### src/rtl/rx_mac_hash_calc_if.sv
// Lookup request channel from the RX MAC hash stage to the MAC table.
// Valid/ready handshake; the payload is held stable while valid is high and not accepted.
interface rx_mac_hash_calc_if #(
  parameter int PORT_NUM   = 8,
  parameter int HASH_WIDTH = 12
);
  logic                  o_lkup_vld;
  logic                  i_lkup_ready;
  logic [47:0]           o_lkup_dmac;
  logic [47:0]           o_lkup_smac;
  logic [HASH_WIDTH-1:0] o_lkup_dmac_hash;
  logic [HASH_WIDTH-1:0] o_lkup_smac_hash;
  logic [PORT_NUM-1:0]   o_lkup_rx_port;
  logic [11:0]           o_lkup_vlan_id;

  modport master (
    output o_lkup_vld, o_lkup_dmac, o_lkup_smac, o_lkup_dmac_hash, o_lkup_smac_hash,
           o_lkup_rx_port, o_lkup_vlan_id,
    input  i_lkup_ready
  );

  modport slave (
    input  o_lkup_vld, o_lkup_dmac, o_lkup_smac, o_lkup_dmac_hash, o_lkup_smac_hash,
           o_lkup_rx_port, o_lkup_vlan_id,
    output i_lkup_ready
  );
endinterface

### src/rtl/rx_mac_hash_calc.sv
// RX MAC address assembly and hash: collects DMAC/SMAC byte streams, folds each into a
// hash index, pairs them per frame and issues one MAC-table lookup request per frame.
module rx_mac_collector #(
  parameter int HASH_WIDTH = 12
) (
  input  logic                  i_clk,
  input  logic                  i_rst,
  input  logic [7:0]            i_data,
  input  logic                  i_vld,
  input  logic                  i_soc,
  input  logic                  i_eoc,
  output logic                  o_done,
  output logic                  o_err,
  output logic [47:0]           o_mac,
  output logic [HASH_WIDTH-1:0] o_hash
);
  typedef enum logic {IDLE, COLLECT} state_e;

  state_e      state_q;
  logic [2:0]  idx_q;
  logic [39:0] shift_q;
  logic [15:0] acc_q;

  logic        active;
  logic [2:0]  idx;
  logic [15:0] acc_nxt;

  // Even byte indices land in the high half of a 16-bit word, odd ones in the low half,
  // so the three-word XOR is built one byte at a time.
  always_comb begin
    active  = i_soc || (state_q == COLLECT);
    idx     = i_soc ? 3'd0 : idx_q;
    acc_nxt = (i_soc ? 16'h0 : acc_q) ^ (idx[0] ? {8'h00, i_data} : {i_data, 8'h00});
    o_mac   = {shift_q, i_data};
    o_done  = i_vld && !i_soc && (state_q == COLLECT) && i_eoc && (idx_q == 3'd5);
    o_err   = i_vld && ((i_soc && state_q == COLLECT) ||
                        (!i_soc && state_q == IDLE) ||
                        (active && i_eoc && idx != 3'd5) ||
                        (active && !i_eoc && idx == 3'd5));
  end

  if (HASH_WIDTH == 16) begin : g_nofold
    assign o_hash = acc_nxt;
  end else begin : g_fold
    assign o_hash = acc_nxt[HASH_WIDTH-1:0] ^ HASH_WIDTH'(acc_nxt >> HASH_WIDTH);
  end

  always_ff @(posedge i_clk) begin
    if (i_rst) begin
      state_q <= IDLE;
      idx_q   <= '0;
      shift_q <= '0;
      acc_q   <= '0;
    end else if (i_vld && active) begin
      if (i_eoc || idx == 3'd5) begin
        state_q <= IDLE;
      end else begin
        state_q <= COLLECT;
        idx_q   <= idx + 3'd1;
        shift_q <= {shift_q[31:0], i_data};
        acc_q   <= acc_nxt;
      end
    end
  end
endmodule

module rx_mac_hash_calc #(
  parameter int PORT_NUM   = 8,
  parameter int HASH_WIDTH = 12
) (
  input  logic                i_clk,
  input  logic                i_rst,
  input  logic [7:0]          i_dmac_data,
  input  logic                i_dmac_vld,
  input  logic                i_dmac_soc,
  input  logic                i_dmac_eoc,
  input  logic [7:0]          i_smac_data,
  input  logic                i_smac_vld,
  input  logic                i_smac_soc,
  input  logic                i_smac_eoc,
  input  logic [PORT_NUM-1:0] i_rx_port,
  input  logic [11:0]         i_vlan_id,
  rx_mac_hash_calc_if.master  lkup,
  output logic                o_mac_err,
  output logic                o_lkup_drop,
  output logic [15:0]         o_drop_cnt
);
  localparam int LN_D = 0;
  localparam int LN_S = 1;

  typedef struct packed {
    logic [47:0]           dmac;
    logic [47:0]           smac;
    logic [HASH_WIDTH-1:0] dmac_hash;
    logic [HASH_WIDTH-1:0] smac_hash;
    logic [PORT_NUM-1:0]   rx_port;
    logic [11:0]           vlan_id;
  } req_t;

  logic [1:0][7:0]            c_data;
  logic [1:0]                 c_vld, c_soc, c_eoc, c_done, c_err;
  logic [1:0][47:0]           c_mac;
  logic [1:0][HASH_WIDTH-1:0] c_hash;

  assign c_data = {i_smac_data, i_dmac_data};
  assign c_vld  = {i_smac_vld, i_dmac_vld};
  assign c_soc  = {i_smac_soc, i_dmac_soc};
  assign c_eoc  = {i_smac_eoc, i_dmac_eoc};

  for (genvar g = 0; g < 2; g++) begin : g_col
    rx_mac_collector #(.HASH_WIDTH(HASH_WIDTH)) u_col (
      .i_clk  (i_clk),
      .i_rst  (i_rst),
      .i_data (c_data[g]),
      .i_vld  (c_vld[g]),
      .i_soc  (c_soc[g]),
      .i_eoc  (c_eoc[g]),
      .o_done (c_done[g]),
      .o_err  (c_err[g]),
      .o_mac  (c_mac[g]),
      .o_hash (c_hash[g])
    );
  end

  logic                  held_q, held_d;
  logic [47:0]           held_mac_q, held_mac_d;
  logic [HASH_WIDTH-1:0] held_hash_q, held_hash_d;
  logic                  req_vld_q, req_vld_d;
  req_t                  req_q, req_d;
  logic                  mac_err_q, mac_err_d;
  logic                  drop_q, drop_d;
  logic [15:0]           drop_cnt_q, drop_cnt_d;
  logic                  new_req, accept, pair_err;

  // An SMAC completing alongside a DMAC pairs with the DMAC held from before;
  // the new DMAC then takes the held slot without counting as an overwrite.
  always_comb begin
    held_d      = held_q;
    held_mac_d  = held_mac_q;
    held_hash_d = held_hash_q;
    req_vld_d   = req_vld_q;
    req_d       = req_q;
    drop_d      = 1'b0;
    drop_cnt_d  = drop_cnt_q;

    new_req  = c_done[LN_S] && held_q;
    accept   = req_vld_q && lkup.i_lkup_ready;
    pair_err = (c_done[LN_S] && !held_q) || (c_done[LN_D] && held_q && !c_done[LN_S]);

    if (c_done[LN_D]) begin
      held_d      = 1'b1;
      held_mac_d  = c_mac[LN_D];
      held_hash_d = c_hash[LN_D];
    end else if (c_done[LN_S]) begin
      held_d = 1'b0;
    end

    if (new_req && (!req_vld_q || accept)) begin
      req_vld_d = 1'b1;
      req_d     = '{dmac: held_mac_q, smac: c_mac[LN_S], dmac_hash: held_hash_q,
                    smac_hash: c_hash[LN_S], rx_port: i_rx_port, vlan_id: i_vlan_id};
    end else begin
      if (accept) req_vld_d = 1'b0;
      if (new_req) begin
        drop_d = 1'b1;
        if (drop_cnt_q != 16'hFFFF) drop_cnt_d = drop_cnt_q + 16'd1;
      end
    end

    mac_err_d = |c_err || pair_err;
  end

  always_ff @(posedge i_clk) begin
    if (i_rst) begin
      held_q      <= 1'b0;
      held_mac_q  <= '0;
      held_hash_q <= '0;
      req_vld_q   <= 1'b0;
      req_q       <= '0;
      mac_err_q   <= 1'b0;
      drop_q      <= 1'b0;
      drop_cnt_q  <= '0;
    end else begin
      held_q      <= held_d;
      held_mac_q  <= held_mac_d;
      held_hash_q <= held_hash_d;
      req_vld_q   <= req_vld_d;
      req_q       <= req_d;
      mac_err_q   <= mac_err_d;
      drop_q      <= drop_d;
      drop_cnt_q  <= drop_cnt_d;
    end
  end

  assign lkup.o_lkup_vld       = req_vld_q;
  assign lkup.o_lkup_dmac      = req_q.dmac;
  assign lkup.o_lkup_smac      = req_q.smac;
  assign lkup.o_lkup_dmac_hash = req_q.dmac_hash;
  assign lkup.o_lkup_smac_hash = req_q.smac_hash;
  assign lkup.o_lkup_rx_port   = req_q.rx_port;
  assign lkup.o_lkup_vlan_id   = req_q.vlan_id;
  assign o_mac_err             = mac_err_q;
  assign o_lkup_drop           = drop_q;
  assign o_drop_cnt            = drop_cnt_q;
endmodule

### src/flat_wrapper.sv
// flat-port wrapper written by rule: the top's interface ports become plain ports
module rx_mac_hash_calc_flat 
#(
  parameter int PORT_NUM   = 8,
  parameter int HASH_WIDTH = 12
)
  (i_clk, i_rst, i_dmac_data, i_dmac_vld, i_dmac_soc, i_dmac_eoc, i_smac_data, i_smac_vld, i_smac_soc, i_smac_eoc, i_rx_port, i_vlan_id, o_mac_err, o_lkup_drop, o_drop_cnt, lkup_o_lkup_vld, lkup_o_lkup_dmac, lkup_o_lkup_smac, lkup_o_lkup_dmac_hash, lkup_o_lkup_smac_hash, lkup_o_lkup_rx_port, lkup_o_lkup_vlan_id, lkup_i_lkup_ready);
  rx_mac_hash_calc_if #(.PORT_NUM(PORT_NUM), .HASH_WIDTH(HASH_WIDTH)) lkup_i ();
  input  logic i_clk;
  input  logic i_rst;
  input  logic [7:0] i_dmac_data;
  input  logic i_dmac_vld;
  input  logic i_dmac_soc;
  input  logic i_dmac_eoc;
  input  logic [7:0] i_smac_data;
  input  logic i_smac_vld;
  input  logic i_smac_soc;
  input  logic i_smac_eoc;
  input  logic [PORT_NUM-1:0] i_rx_port;
  input  logic [11:0] i_vlan_id;
  output logic o_mac_err;
  output logic o_lkup_drop;
  output logic [15:0] o_drop_cnt;
  output wire logic [$bits(lkup_i.o_lkup_vld)-1:0] lkup_o_lkup_vld;
  output wire logic [$bits(lkup_i.o_lkup_dmac)-1:0] lkup_o_lkup_dmac;
  output wire logic [$bits(lkup_i.o_lkup_smac)-1:0] lkup_o_lkup_smac;
  output wire logic [$bits(lkup_i.o_lkup_dmac_hash)-1:0] lkup_o_lkup_dmac_hash;
  output wire logic [$bits(lkup_i.o_lkup_smac_hash)-1:0] lkup_o_lkup_smac_hash;
  output wire logic [$bits(lkup_i.o_lkup_rx_port)-1:0] lkup_o_lkup_rx_port;
  output wire logic [$bits(lkup_i.o_lkup_vlan_id)-1:0] lkup_o_lkup_vlan_id;
  input wire logic [$bits(lkup_i.i_lkup_ready)-1:0] lkup_i_lkup_ready;
  assign lkup_o_lkup_vld = lkup_i.o_lkup_vld;
  assign lkup_o_lkup_dmac = lkup_i.o_lkup_dmac;
  assign lkup_o_lkup_smac = lkup_i.o_lkup_smac;
  assign lkup_o_lkup_dmac_hash = lkup_i.o_lkup_dmac_hash;
  assign lkup_o_lkup_smac_hash = lkup_i.o_lkup_smac_hash;
  assign lkup_o_lkup_rx_port = lkup_i.o_lkup_rx_port;
  assign lkup_o_lkup_vlan_id = lkup_i.o_lkup_vlan_id;
  assign lkup_i.i_lkup_ready = lkup_i_lkup_ready;
  rx_mac_hash_calc #(.PORT_NUM(PORT_NUM), .HASH_WIDTH(HASH_WIDTH)) u_core (.i_clk(i_clk), .i_rst(i_rst), .i_dmac_data(i_dmac_data), .i_dmac_vld(i_dmac_vld), .i_dmac_soc(i_dmac_soc), .i_dmac_eoc(i_dmac_eoc), .i_smac_data(i_smac_data), .i_smac_vld(i_smac_vld), .i_smac_soc(i_smac_soc), .i_smac_eoc(i_smac_eoc), .i_rx_port(i_rx_port), .i_vlan_id(i_vlan_id), .lkup(lkup_i), .o_mac_err(o_mac_err), .o_lkup_drop(o_lkup_drop), .o_drop_cnt(o_drop_cnt));
endmodule
### config.mk
export PLATFORM = sky130hd
export DESIGN_NAME = rx_mac_hash_calc_flat
export DESIGN_NICKNAME = d
export VERILOG_FILES = /design/src/rtl/rx_mac_hash_calc_if.sv /design/src/rtl/rx_mac_hash_calc.sv /design/src/flat_wrapper.sv
export SDC_FILE = /design/constraint.sdc
export NUM_CORES = 1
export LEC_CHECK = 0
export CORE_UTILIZATION = 45
export DETAILED_ROUTE_END_ITERATION = 8
export PLACE_DENSITY_LB_ADDON = 0.15
export SLEW_MARGIN = 20
export SYNTH_ARGS = -nofsm -noshare
export SYNTH_HDL_FRONTEND = slang
export SYNTH_SLANG_ARGS = --single-unit
### constraint.sdc
create_clock -name i_clk -period 2.32 [get_ports i_clk]
set_input_delay 0.232 -clock i_clk [delete_from_list [all_inputs] [get_ports i_clk]]
set_output_delay 0.232 -clock i_clk [all_outputs]
set_load 0.03 [all_outputs]
==> flow_summary.toml <==
[logic_synthesis]
ys_ff_latch = 340
yosysWarnings = 0
synth-edff-count = 0
synth_top_cell_by_area = "dfxtp_1"
syn_area_per_cell_um2 = 7.821
synth-async-reset-ratio = 0
synth_area_mm2 = 0.01324
netlist.area_leader.share = 0.5141
synth_cells = 1693
ys_seq_area_frac = 0.5141
yosys-top-cells-area = "dfxtp_1 51%, nand2_1 17%, a21oi_1 14%"
synth_flop_cell = "dfxtp_1"
syn_nets = 1745
synth.distinct_cells = 57

[hold_path]
hp-class = "input port to flop"
holdPathStages = 2

[drt]
postRouteAntennaNets = 0
drc = 0
wl_per_cell_um = 14.79
drt_iter0_drc = 911
finalWirelength_mm = 33.43
num_vias = 11840
via_per_inst = 5.237
drt-pass1-iter-count = 5

[worst_setup_path]
critical_path.top_delay_family = "buffers and inverters"
endpoint_kind = "output pin"
reg2reg_depth = 5
slowest_delay_ns = 0.72
critPathBufInv = 1
cp.arrival_ns = 1.71
cp.depth = 1
required_ns = 2.09
path_max_fanout = 7
start_kind = "flop"
crit_path_cell_trace = "clkdlybuf4s50_1"
cpMaxStageDelayCell = "clkdlybuf4s50_1"
criticalPathCategory = "flop to output pin"

[timing]
slew-limit-headroom = 0.5874
post-route-period-util = 0.8350
setup_viol = 0
hold_viol = 0
setup_slack_ns = 0.3828
drv_slew = 0
hold_ws_ns = 0.1148
layout_min_cycle_time_ns = 1.937
fin_skew_ns = 0.01780
max_freq_mhz = 516.2
worst_slew_pin_slew_ns = 0.6142
rsz0062_at_grt = "false"

[pwr]
p_leak_nw = 5.616
power.density_mw_per_mm2 = 730.8
p_sw_w = 0.002717
p_comb_frac = 0.042
switching_share = 0.2188
ir_drop_v = 0.0006776
p_clk_frac = 0.483
pwr-share-seq = 0.475
intPower_w = 0.009699
total_power_w = 0.01242

[clock_network]
cts.sinks = 340
clock_latency_ns = 0.53
numCtsBuffers = 37
clockBufferDepth = 3
htreeDepth = 2
path_clk_slew_ns = 0.06
post_cts_buffers = 0
cts_resized = 0
cts_tree = "done"
root_buffer = "clkbuf_16"
postCtsHoldBufs = 0

[global_routing]
grt_max_degree = 99
grt_pass1_wl_mm = 55.11
grt_pass1_vias = 10900
antenna_found_initial = 0
gr-total-overflow = 0
grt_use_total = 0.2187

[finish]
drive_gt1_frac = 0.06930
area_growth_pct = 28.31
antennaDiodeCount = 0
seqCellArea_mm2 = 0.006807
final_area_mm2 = 0.01699
nets = 1903
fillers = 2673
fin_cells = 2260
multi_input_area_mm2 = 0.005861

[placement]
dp_cells = 2196
place_hpwl_mm = 21.19
dp_slack_ns = -0.07439
place_area_mm2 = 0.01573
port_buffers = 203
place.gp.congestion = 0.8234

[die]
initial_core_util = 0.4588
chipWidth_um = 173.5
core.rowCount = 62
core_area_mm2 = 0.02886
ioPinCount = 204
die_y_um = 173.5
die_area_mm2 = 0.03011

[job]
max_cap_violations = 0

[status]
status = "finished, final reports clean"
-- synthesized netlist by cell type, drive strengths merged, types with 9 or more instances --
cell / instances
nand3: 9
o21ai: 33
nor2: 25
or3: 14
dfxtp: 340
o31ai: 12
nand3b: 20
inv: 16
nand2: 593
clkbuf: 79
a21oi: 358
nand2b: 14
or4: 13
buf: 50
-- metal layers --
layer	global-route usage	routed length [um]	share of wire
met5	0	0	0
met4	0.06527	808	0.024
met3	0.04189	1651	0.049
met2	0.3546	15470	0.46
met1	0.2945	15500	0.46
-- layout by cell type, fill, tap and decap left out, drive strengths merged, types with 5 or more instances in the layout --
| cell type | synthesis | routed |
|---|---|---|
| ha | 7 | 7 |
| o21bai | 8 | 8 |
| dfxtp | 340 | 340 |
| a211oi | 5 | 5 |
| clkbuf | 79 | 53 |
| nand3b | 20 | 20 |
| inv | 16 | 17 |
| a32o | 8 | 8 |
| a21bo | 8 | 8 |
| a21oi | 358 | 358 |
| clkinv | 0 | 7 |
| xor2 | 7 | 7 |
| or4 | 13 | 13 |
| o21ai | 33 | 33 |
| nand4 | 7 | 7 |
| buf | 50 | 46 |
| nand2 | 593 | 593 |
| a31oi | 5 | 5 |
| clkdlybuf4s50 | 0 | 202 |
| nand3 | 9 | 9 |
| nor2 | 25 | 25 |
| and2 | 6 | 6 |
| nand2b | 14 | 14 |
| nor2b | 6 | 6 |
| nor3 | 5 | 5 |
| o31ai | 12 | 12 |
| or3 | 14 | 14 |
-- area by class of cell --
cell class	count	area share
clock inverters	11	0.009427
clock buffers	53	0.06452
inverters	16	0.003535
well taps	384	0.02828
repair buffers	248	0.1486
multi-input cells	1208	0.3450
flip-flops and latches	340	0.4006
-- stage by stage --
step	utilization	TNS, ns
6_report	0.5887	0
5_1_grt	0.5887	0
4_1_cts	0.5887	0
3_5_place_dp	0.5452	-0.3044
3_3_place_gp	0.5452	-0.001644
2_1_floorplan	-	0
-- worst paths after layout --
kind / startpoint / end / slack, ns
worst max-delay path: u_core.o_drop_cnt[10] / o_drop_cnt[10] / 0.38
worst min-delay path: i_rst / u_core.o_lkup_drop / 0.11
worst max register to register: u_core.o_drop_cnt[0] / u_core.o_drop_cnt[11] / 0.40
worst min register to register: u_core.held_mac_q[1] / u_core.lkup.o_lkup_dmac[1] / 0.44
-- cells by family (layout without fill, tap and decap cells) --
family | count (synthesis) | in the layout | share of synthesized area
and+or+nand+nor | 736 | 736 | 0.2383
AOI/OAI and AO/OA | 453 | 453 | 0.1863
buffers and inverters | 145 | 328 | 0.04612
muxes | 4 | 4 | 0.003307
DFF | 340 | 340 | 0.5141
adders and majority gates | 7 | 7 | 0.006615
xor gates and xnor gates | 8 | 8 | 0.005292
-- flip-flops by register name, indices dropped and copies added, names as in the netlist, 8 cells and up --
register	count
u_core.g_col.u_col.shift_q	80
u_core.held_mac_q	48
u_core.lkup.o_lkup_dmac	48
u_core.lkup.o_lkup_smac	48
u_core.g_col.u_col.acc_q	32
u_core.o_drop_cnt	16
u_core.held_hash_q	12
u_core.lkup.o_lkup_dmac_hash	12
u_core.lkup.o_lkup_smac_hash	12
u_core.lkup.o_lkup_vlan_id	12
u_core.lkup.o_lkup_rx_port	8
-- power groups by stage --
stage	Sequential, W	Clock (W)	Combinational (W)
after floorplan	0.00602	0	0.000304
after global placement	0.00603	0	0.000512
after detailed placement	0.00603	0	0.000519
after CTS	0.00590	0.00612	0.000521
after global routing	0.00590	0.00640	0.000573
final	0.00590	0.00599	0.000522
(Power assumes the default switching activity.)
